[src/rtl/mem_stage.sv]
// Memory-access stage of the RV32I pipeline: holds the EX result, issues one
// data-memory request per aligned load/store, and feeds forwarding and MEM/WB.
module mem_stage (
  input  logic        clk,
  input  logic        rst,
  input  logic        ex_valid,
  input  logic [4:0]  ex_rd_addr,
  input  logic [31:0] ex_alu_out,
  input  logic [31:0] ex_rs2_data,
  input  logic [2:0]  ex_funct3,
  input  logic        ex_mem_read,
  input  logic        ex_mem_write,
  output logic        mem_ready,
  output logic [31:0] dmem_addr,
  output logic [3:0]  dmem_rmask,
  output logic [3:0]  dmem_wmask,
  output logic [31:0] dmem_wdata,
  input  logic [31:0] dmem_rdata,
  input  logic        dmem_resp,
  output logic [4:0]  rd_addr_mem,
  output logic [31:0] rd_data_mem,
  output logic        load_instr,
  output logic        resp_fwd,
  output logic        wb_valid,
  output logic [4:0]  wb_rd_addr,
  output logic [31:0] wb_rd_data,
  output logic        misaligned,
  output logic [31:0] stall_cycles
);

  typedef enum logic [1:0] {
    IDLE = 2'd0,
    REQ  = 2'd1,
    WAIT = 2'd2
  } state_e;

  // funct3[1:0]: 00 byte, 01 half, anything else is treated as a word access.
  function automatic logic is_misaligned(input logic [2:0] f3, input logic [1:0] off);
    logic r;
    case (f3[1:0])
      2'b00:   r = 1'b0;
      2'b01:   r = off[0];
      default: r = (off != 2'b00);
    endcase
    return r;
  endfunction

  state_e      state_q, state_d;
  logic        mem_valid_q;
  logic [4:0]  rd_addr_q;
  logic [31:0] alu_out_q;
  logic [31:0] rs2_data_q;
  logic [2:0]  funct3_q;
  logic        read_q;
  logic        write_q;
  logic        wb_valid_q;
  logic [4:0]  wb_rd_addr_q;
  logic [31:0] wb_rd_data_q;
  logic [31:0] stall_q;

  logic        mem_op;
  logic        mis;
  logic        resp_wait;
  logic        mem_done;
  logic        capture;
  logic        cap_aligned_mem;
  logic        in_req;
  logic [1:0]  off;
  logic [3:0]  size_mask;
  logic [31:0] shifted;
  logic [31:0] load_data;

  assign mem_op    = read_q | write_q;
  assign off       = alu_out_q[1:0];
  assign mis       = mem_valid_q & mem_op & is_misaligned(funct3_q, off);
  assign resp_wait = (state_q == WAIT) & dmem_resp;
  assign mem_done  = mem_valid_q & (~mem_op | mis | resp_wait);
  assign mem_ready = ~mem_valid_q | mem_done;

  assign capture         = ex_valid & mem_ready;
  assign cap_aligned_mem = capture & (ex_mem_read | ex_mem_write)
                         & ~is_misaligned(ex_funct3, ex_alu_out[1:0]);

  // A response is only honoured in WAIT; stray responses elsewhere are dropped.
  always_comb begin
    state_d = state_q;
    case (state_q)
      IDLE: if (cap_aligned_mem) state_d = REQ;
      REQ:  state_d = WAIT;
      WAIT: if (dmem_resp) state_d = cap_aligned_mem ? REQ : IDLE;
      default: state_d = IDLE;
    endcase
  end

  always_comb begin
    size_mask = 4'b1111;
    case (funct3_q[1:0])
      2'b00:   size_mask = 4'b0001 << off;
      2'b01:   size_mask = 4'b0011 << off;
      default: size_mask = 4'b1111;
    endcase
  end

  assign in_req     = (state_q == REQ);
  assign dmem_rmask = (in_req & read_q)  ? size_mask : 4'b0000;
  assign dmem_wmask = (in_req & write_q) ? size_mask : 4'b0000;
  assign dmem_addr  = in_req ? {alu_out_q[31:2], 2'b00} : 32'h0;
  assign dmem_wdata = in_req ? (rs2_data_q << {off, 3'b000}) : 32'h0;

  assign shifted = dmem_rdata >> {off, 3'b000};

  always_comb begin
    load_data = shifted;
    case (funct3_q)
      3'b000:  load_data = {{24{shifted[7]}}, shifted[7:0]};
      3'b001:  load_data = {{16{shifted[15]}}, shifted[15:0]};
      3'b100:  load_data = {24'h0, shifted[7:0]};
      3'b101:  load_data = {16'h0, shifted[15:0]};
      default: load_data = shifted;
    endcase
  end

  // Stores and misaligned loads forward zero; loads only carry data in the resp cycle.
  always_comb begin
    rd_data_mem = 32'h0;
    if (mem_valid_q) begin
      if (!mem_op)
        rd_data_mem = alu_out_q;
      else if (read_q && resp_wait && !mis)
        rd_data_mem = load_data;
    end
  end

  assign rd_addr_mem  = (mem_valid_q & ~write_q) ? rd_addr_q : 5'd0;
  assign load_instr   = mem_valid_q & read_q & ~mis;
  assign resp_fwd     = resp_wait;
  assign misaligned   = mis;
  assign wb_valid     = wb_valid_q;
  assign wb_rd_addr   = wb_rd_addr_q;
  assign wb_rd_data   = wb_rd_data_q;
  assign stall_cycles = stall_q;

  always_ff @(posedge clk) begin
    if (rst) begin
      state_q     <= IDLE;
      mem_valid_q <= 1'b0;
      rd_addr_q   <= 5'd0;
      alu_out_q   <= 32'h0;
      rs2_data_q  <= 32'h0;
      funct3_q    <= 3'b000;
      read_q      <= 1'b0;
      write_q     <= 1'b0;
    end else begin
      state_q <= state_d;
      if (capture) begin
        mem_valid_q <= 1'b1;
        rd_addr_q   <= ex_rd_addr;
        alu_out_q   <= ex_alu_out;
        rs2_data_q  <= ex_rs2_data;
        funct3_q    <= ex_funct3;
        read_q      <= ex_mem_read;
        write_q     <= ex_mem_write;
      end else if (mem_done) begin
        mem_valid_q <= 1'b0;
      end
    end
  end

  always_ff @(posedge clk) begin
    if (rst) begin
      wb_valid_q   <= 1'b0;
      wb_rd_addr_q <= 5'd0;
      wb_rd_data_q <= 32'h0;
      stall_q      <= 32'h0;
    end else begin
      wb_valid_q <= mem_done;
      if (mem_done) begin
        wb_rd_addr_q <= write_q ? 5'd0 : rd_addr_q;
        wb_rd_data_q <= rd_data_mem;
      end
      if (mem_valid_q && !mem_done)
        stall_q <= stall_q + 32'd1;
    end
  end

endmodule

[config.mk]
export PLATFORM = sky130hd
export DESIGN_NAME = mem_stage
export DESIGN_NICKNAME = d
export VERILOG_FILES = /design/src/rtl/mem_stage.sv
export SDC_FILE = /design/constraint.sdc
export NUM_CORES = 1
export LEC_CHECK = 0
export CAP_MARGIN = 20
export CORE_MARGIN = 2
export CORE_UTILIZATION = 48
export CTS_CLUSTER_DIAMETER = 150
export DETAILED_ROUTE_END_ITERATION = 8
export HOLD_SLACK_MARGIN = 0.1
export PLACE_DENSITY_LB_ADDON = 0.25
export SYNTH_ARGS = -nofsm -noshare
export SYNTH_HDL_FRONTEND = slang
export SYNTH_SLANG_ARGS = --single-unit
[constraint.sdc]
create_clock -name clk -period 6.9 [get_ports clk]
set_clock_uncertainty 0.1 [all_clocks]
set_input_delay 1.38 -clock clk [delete_from_list [all_inputs] [get_ports clk]]
set_output_delay 1.38 -clock clk [all_outputs]
set_load 0.1 [all_outputs]
==> results of run 1 <==
-- power groups by stage --
| stage | Sequential [mW] | Combinational [mW] | Clock, mW |
|---|---|---|---|
| floorplan | 0.959 | 0.245 | 0 |
| global placement | 0.937 | 0.410 | 0 |
| detailed placement | 0.938 | 0.414 | 0 |
| CTS | 0.920 | 0.416 | 0.912 |
| global route | 0.925 | 0.444 | 0.953 |
| finish | 0.921 | 0.419 | 0.904 |
-- worst register-to-register path, cell delays in order (launching register included) --
cell and delay (ns):
dfxtp_2 0.86, buf_4 0.50, a21o_1 0.27, a311oi_4 0.11, buf_4 0.27, a21boi_4 0.78
buf_4 0.53, nand2_1 0.12, a21oi_1 0.17
-- cells by family after synthesis --
| group | Yosys count | synth area share, % |
|---|---|---|
| fa+ha+maj | 1 | 0.165 |
| xor+xnor | 17 | 1.96 |
| simple gates | 436 | 28.5 |
| other cells | 1 | 0.0495 |
| mux | 41 | 5.69 |
| compound gates | 229 | 19.9 |
| flops | 147 | 38.8 |
| buf+inv | 85 | 4.97 |
-- metrics by stage --
stage	cells	setup slack [ns]	utilization (%)	hold slack, ns	power, mW
6_report	1427	1.40	71.9	0.350	2.24
5_1_grt	1427	1.20	71.9	0.374	2.32
4_1_cts	1425	1.38	71.8	0.352	2.25
3_5_place_dp	1393	1.39	68.1	0.343	1.35
3_3_place_gp	1393	1.43	68.1	0.339	1.35
2_1_floorplan	958	1.47	-	0.332	1.20
-- layer usage --
| layer | track usage [%] | vias to the layer above | share of wire, % | wire length [µm] |
|---|---|---|---|---|
| met4 | 14.4 | 2 | 4.5 | 1210 |
| met5 | 0 | - | 0.048 | 13 |
| met3 | 8.18 | 86 | 9.5 | 2560 |
| met1 | 39.1 | 3782 | 39 | 10500 |
| met2 | 50.1 | 400 | 47 | 12600 |
| li1 | - | 3825 | - | - |
-- synthesized netlist by cell type (4+ instances only) --
cell type  count
a211oi_1      16
a21oi_1      113
a221o_1       13
a222oi_1       6
a22o_1        17
a22oi_1        6
and2_1        72
buf_1          9
buf_2         16
buf_6          4
clkbuf_1      45
dfxtp_1      147
inv_1          9
mux2_2         7
mux2i_1       33
nand2_1      182
nand3_1       16
nand3b_1       6
nand4_1       14
nor2_1        79
nor2b_1       22
nor3_1         4
o211ai_1       9
o21ai_0       18
o21ba_2        7
o31ai_1        7
or3_1          8
or4_1          7
xor2_1        15
-- cell type report --
type | count | area, µm²
fill | 1234 | 4300
inverter | 9 | 33.8
clock buffer | 18 | 429
tap | 211 | 264
multi-input combinational | 726 | 4280
timing repair buffer | 301 | 2910
antenna | 1 | 2.50
clock inverter | 14 | 144
sequential | 147 | 2950
-- worst min path at each step --
stage	from	endpoint	slack [ns]	cells past startpoint
after floorplan	rs2_data_q[24]	rs2_data_q[24]	0.33	2
after global placement	wb_rd_addr[2]	wb_rd_addr[2]	0.34	2
after detailed placement	rs2_data_q[26]	rs2_data_q[26]	0.34	2
after CTS	rs2_data_q[26]	rs2_data_q[26]	0.35	2
after global routing	rs2_data_q[26]	rs2_data_q[26]	0.37	2
final	rs2_data_q[26]	rs2_data_q[26]	0.35	2
-- state kept, by name (all words and copies together), names as in the netlist --
name          flops
funct3_q          3
read_q            1
state_q           2
rs2_data_q       32
alu_out_q        32
wb_rd_data       32
wb_rd_addr        5
stall_cycles     32
mem_valid_q       1
wb_valid          1
rd_addr_q         5
write_q           1
==> impl_metrics.csv, run 1 <==
group,metric,value,unit
setup_path,cp_cell_sequence,"clkdlybuf4s50_1 -> and4b_1 -> o211ai_1 -> o21ai_0 -> clkdlybuf4s50_1",
pwr,combinationalPowerShare,18.7,%
floorplanning,die_h,130,µm
cells_and_area,layout.cells.most_common_list,"clkdlybuf4s50_1, nand2_1, dfxtp_1, a21oi_1, nor2_1",
logic_synthesis,post_synthesis_cell_count,957,
setup_path,timing.critical_path.depth,5,
detailed_routing,first_iter_violations,675,
setup_path,worstSetupPathType,"input port to primary output",
clock_tree,cts_made_buffers,17,
setup_path,slowest_stage_cell_cp,"clkdlybuf4s50_1",
cells_and_area,finalInstanceArea,11000,µm²
pwr,pwr-share-clk,40.3,%
timing,final-max-slew-violation-count,0,
detailed_routing,viasPerCell,5.67,
grt,grt_first_pass_wirelength,40400,µm
setup_path,cp_max_fo,7,
grt,grt-ovfl-total,0,
logic_synthesis,synth_largest_type_area_fraction,38.8,%
cells_and_area,layout_commonest_cell,"clkdlybuf4s50_1",
floorplanning,die_area,16800,µm²
detailed_routing,first_pass_iters,6,
clock_tree,h-tree-depth,4,
logic_synthesis,synth_top_flop_cell,"dfxtp_1",
placed_design,portBuffers,290,
logic_synthesis,yosysWarnings,0,
logic_synthesis,synth_area_leaders,"dfxtp_1, nand2_1, a21oi_1",
detailed_routing,postRouteAntennaNets,0,
clock_tree,postCtsHoldBufs,0,
setup_path,critPathCapture,"rd_data_mem[5]",
timing,min_period,5.50,ns
placed_design,hpwl,19400,µm
cells_and_area,design.final.nets,1313,
grt,number_of_antenna_violations_at_the_first_check_in_global_routing,2,
setup_path,kind_of_end_point_of_the_critical_path,"primary output",
logic_synthesis,cell_variety_after_synth,61,
min_path,worstHoldPathType,"register to register",
pwr,p_per_area,204,nW/µm²
setup_path,worst_path_dominant_cell_family,"buffers and inverters",
pwr,power_frac_seq,41.1,%
logic_synthesis,synth_area_per_cell,7.92,µm²
setup_path,worstReg2RegEnd,"rs2_data_q[0]",
clock_tree,insertion_delay,0.43,ns
run,timing.max_cap.violations,0,
setup_path,worst-r2r-setup-slack,3.10,ns
clock_tree,postCtsResizedCells,0,
logic_synthesis,synth_area,7580,µm²
floorplanning,die_w,130,µm
pwr,sw_frac_of_total,31.6,%
clock_tree,clock_sink_count,147,
detailed_routing,drc,0,
timing,report.final.setup_viol,0,
timing,slew_headroom,29.1,%
timing,tns,0,ns
pwr,ir_worst_vdd,176,µV
floorplanning,start_util,49.5,%
pwr,internal-power,1.54,mW
grt,gr-usage-all-layers,31.2,%
cells_and_area,growth_of_design_area_from_synthesis_to_finish,45.2,%
setup_path,critical_path.startpoint_type,"input port",
grt,grt_pass1_vias,7273,
floorplanning,coreArea,15300,µm²
setup_path,worst-r2r-cell-count,8,
setup_path,cp.arrival,4.02,ns
setup_path,critPathRequiredTime,5.42,ns
logic_synthesis,synth_sequential_area_ratio,38.8,%
logic_synthesis,synth_top_area_cell,"dfxtp_1",
clock_tree,clk_pin_slew,0.06,ns
setup_path,crit_path_start,"dmem_resp",
setup_path,critical-path-top-cell-by-count,"clkdlybuf4s50_1",
setup_path,slowest_stage_delay_on_critical_path,1.20,ns
floorplanning,boundaryPins,293,
clock_tree,cts_tree,"built",
detailed_routing,drt-total-wl,26900,µm
timing,final-hold-violation-count,0,
setup_path,worst-path-buf-inv,2,
pwr,total_leakage_power,4.05,nW
grt,grt_start_max_net_pins,77,
cells_and_area,layout-drive-gt1-share,8.97,%
run_status,outcome,"completed",
detailed_routing,drt-wirelength-per-cell,18.9,µm
placed_design,gp_congestion,0.911,
logic_synthesis,postSynthRegisterBits,147,
placed_design,placement.cell_area,10400,µm²
timing,grt_setup_unrepaired,"no",
timing,worst_pin_slew,1.06,ns
timing,final_min_period_over_clock_period,79.7,%
clock_tree,ctsLongestPathBuffers,2,
timing,fmaxAchievable,182,MHz
pwr,switching_power,0.708,mW
clock_tree,post_cts_setup_buffer_count,0,
logic_synthesis,async_reset_ff_share,0,%
detailed_routing,routed-via-count,8095,
logic_synthesis,number_of_enable_type_register_cells_in_the_synthesized_netlist,0,
floorplanning,rows,45,
setup_path,rr_startpoint,"alu_out_q[0]",
clock_tree,root_buffer,"clkbuf_16",
(Power assumes the default switching activity.)
==> run 2: changes to the inputs <==
CORE_UTILIZATION = 40   (was 48)
clock period = 4.4 ns   (was 6.9 ns; I/O delays follow)
==> run 2 against run 1 <==
Compared with the run above: clock-buffer cell count up 2; via count decreased by 2.3%; first-iteration DRC count is 17% lower; largest cell class unchanged.
==> impl_metrics.csv, run 2 (synthesis gave the netlist of run 1 again) <==
group,metric,value,unit
grt,grt_pass1_vias,7286,
grt,gr-usage-all-layers,26.5,%
detailed_routing,viasPerCell,5.42,
placed_design,hpwl,20200,µm
detailed_routing,postRouteAntennaNets,0,
grt,number_of_antenna_violations_at_the_first_check_in_global_routing,2,
clock_tree,h-tree-depth,4,
cells_and_area,layout.cells.most_common_list,"nand2_1, clkdlybuf4s50_1, dfxtp_1, a21oi_1, buf_4",
setup_path,cp_max_fo,7,
clock_tree,clk_pin_slew,0.06,ns
floorplanning,die_area,20100,µm²
placed_design,place_worst_setup_slack,0.409,ns
setup_path,crit_path_start,"dmem_rdata[31]",
floorplanning,boundaryPins,293,
floorplanning,die_h,142,µm
cells_and_area,layout_commonest_cell,"nand2_1",
setup_path,critical_path.startpoint_type,"input port",
grt,grt-ovfl-total,0,
pwr,ir_worst_vdd,271,µV
timing,min_period,4.03,ns
setup_path,rr_startpoint,"write_q",
placed_design,placed_cells_incl_taps,1425,
cells_and_area,design.final.nets,1321,
timing,report.final.setup_viol,0,
floorplanning,coreArea,18600,µm²
grt,grt_start_max_net_pins,73,
clock_tree,cts_made_buffers,17,
placed_design,gp_congestion,0.900,
cells_and_area,layout-drive-gt1-share,16.4,%
setup_path,critPathRequiredTime,3.42,ns
setup_path,cp.arrival,3.05,ns
cells_and_area,layout.core_utilization,61.6,%
clock_tree,postCtsResizedCells,0,
detailed_routing,first_iter_violations,560,
timing,slack_of_the_critical_path,0.374,ns
timing,final-max-slew-violation-count,0,
setup_path,worstSetupPathType,"input port to primary output",
timing,grt_setup_unrepaired,"no",
floorplanning,die_w,142,µm
placed_design,portBuffers,290,
clock_tree,ctsLongestPathBuffers,2,
grt,grt_first_pass_wirelength,41100,µm
timing,fmaxAchievable,248,MHz
detailed_routing,drc,0,
clock_tree,root_buffer,"clkbuf_16",
setup_path,slowest_stage_cell_cp,"mux4_2",
detailed_routing,routed-via-count,7909,
run,timing.max_cap.violations,0,
run_status,outcome,"completed",
timing,tns,0,ns
detailed_routing,first_pass_iters,7,
setup_path,slowest_stage_delay_on_critical_path,0.55,ns
timing,final-hold-violation-count,0,
pwr,p_per_area,310,nW/µm²
clock_tree,postCtsHoldBufs,0,
detailed_routing,drt-wirelength-per-cell,18.9,µm
min_path,hold_start,"rs2_data_q[27]",
clock_tree,cts_tree,"built",
setup_path,kind_of_end_point_of_the_critical_path,"primary output",
setup_path,cp_cell_sequence,"clkdlybuf4s50_1 -> mux4_2 -> a21boi_0 -> nor2_1 -> o21ai_0 -> nand2_1 -> buf_12",
setup_path,worst_path_dominant_cell_family,"buffers and inverters",
pwr,total_leakage_power,4.38,nW
timing,final_min_period_over_clock_period,91.5,%
clock_tree,insertion_delay,0.43,ns
timing,slew_headroom,29.1,%
timing,worst_pin_slew,1.06,ns
min_path,worstHoldPathType,"register to register",
floorplanning,start_util,40.7,%
cells_and_area,growth_of_design_area_from_synthesis_to_finish,51.4,%
detailed_routing,drt-total-wl,27600,µm
floorplanning,rows,50,
clock_tree,clock_sink_count,147,
setup_path,worst-path-buf-inv,2,
timing,hold_slack,0.352,ns
clock_tree,post_cts_setup_buffer_count,0,
cells_and_area,final_cells,1458,
run 2: changes by cell type in the layout (fill, tap and decap cells not counted), moves of 8 or more:
cell / change
a211oi_2: +8
clkdlybuf4s50_1: -78
buf_12: +43
buf_4: +43
a211oi_1: -8
run 2: final timing paths:
check,depth (start not counted),slack (ns),endpoint
max reg2reg,7,1.41,stall_cycles[31]
min reg2reg,2,0.35,rs2_data_q[27]
min,2,0.35,rs2_data_q[27]
max,7,0.37,rd_data_mem[15]
run 2: layout make-up:
cell class,instances,area (µm²)
fill,1658,7170
multi-input combinational,726,4320
timing repair buffer,309,3310
sequential,147,2950
clock buffer,20,437
tap,234,293
clock inverter,11,129
inverter,9,33.8
antenna,2,5.00
run 2: per-layer routing:
layer | up-vias | global-route usage (%) | part of all wire (%) | wire length (µm)
met5 | - | 0 | 0 | 0
met4 | 0 | 13.0 | 3.7 | 1020
met3 | 53 | 8.27 | 8.7 | 2400
met2 | 289 | 42.0 | 47 | 12900
met1 | 3729 | 32.6 | 41 | 11200
li1 | 3838 | - | - | -
run 2: metrics by stage:
stage,instance area [µm²],power [mW]
floorplan,7630,1.89
global placement,10900,2.15
detailed placement,10900,2.16
CTS,11500,3.57
global route,11500,3.67
finish,11500,3.56
run 2: worst register-to-register path: cells and delay by family, from the launching register on:
kind                   cells  cell delay, ns
AO/OA/AOI/OAI              2            0.50
buffers and inverters      2            0.64
AND/OR/NAND/NOR            3            1.06
flip-flops                 1            0.59
run 2: report_power, final:
group	switching (mW)	internal (mW)
Combinational	0.440	0.251
Sequential	0.0557	1.38
Clock	0.592	0.835
Total	1.09	2.47
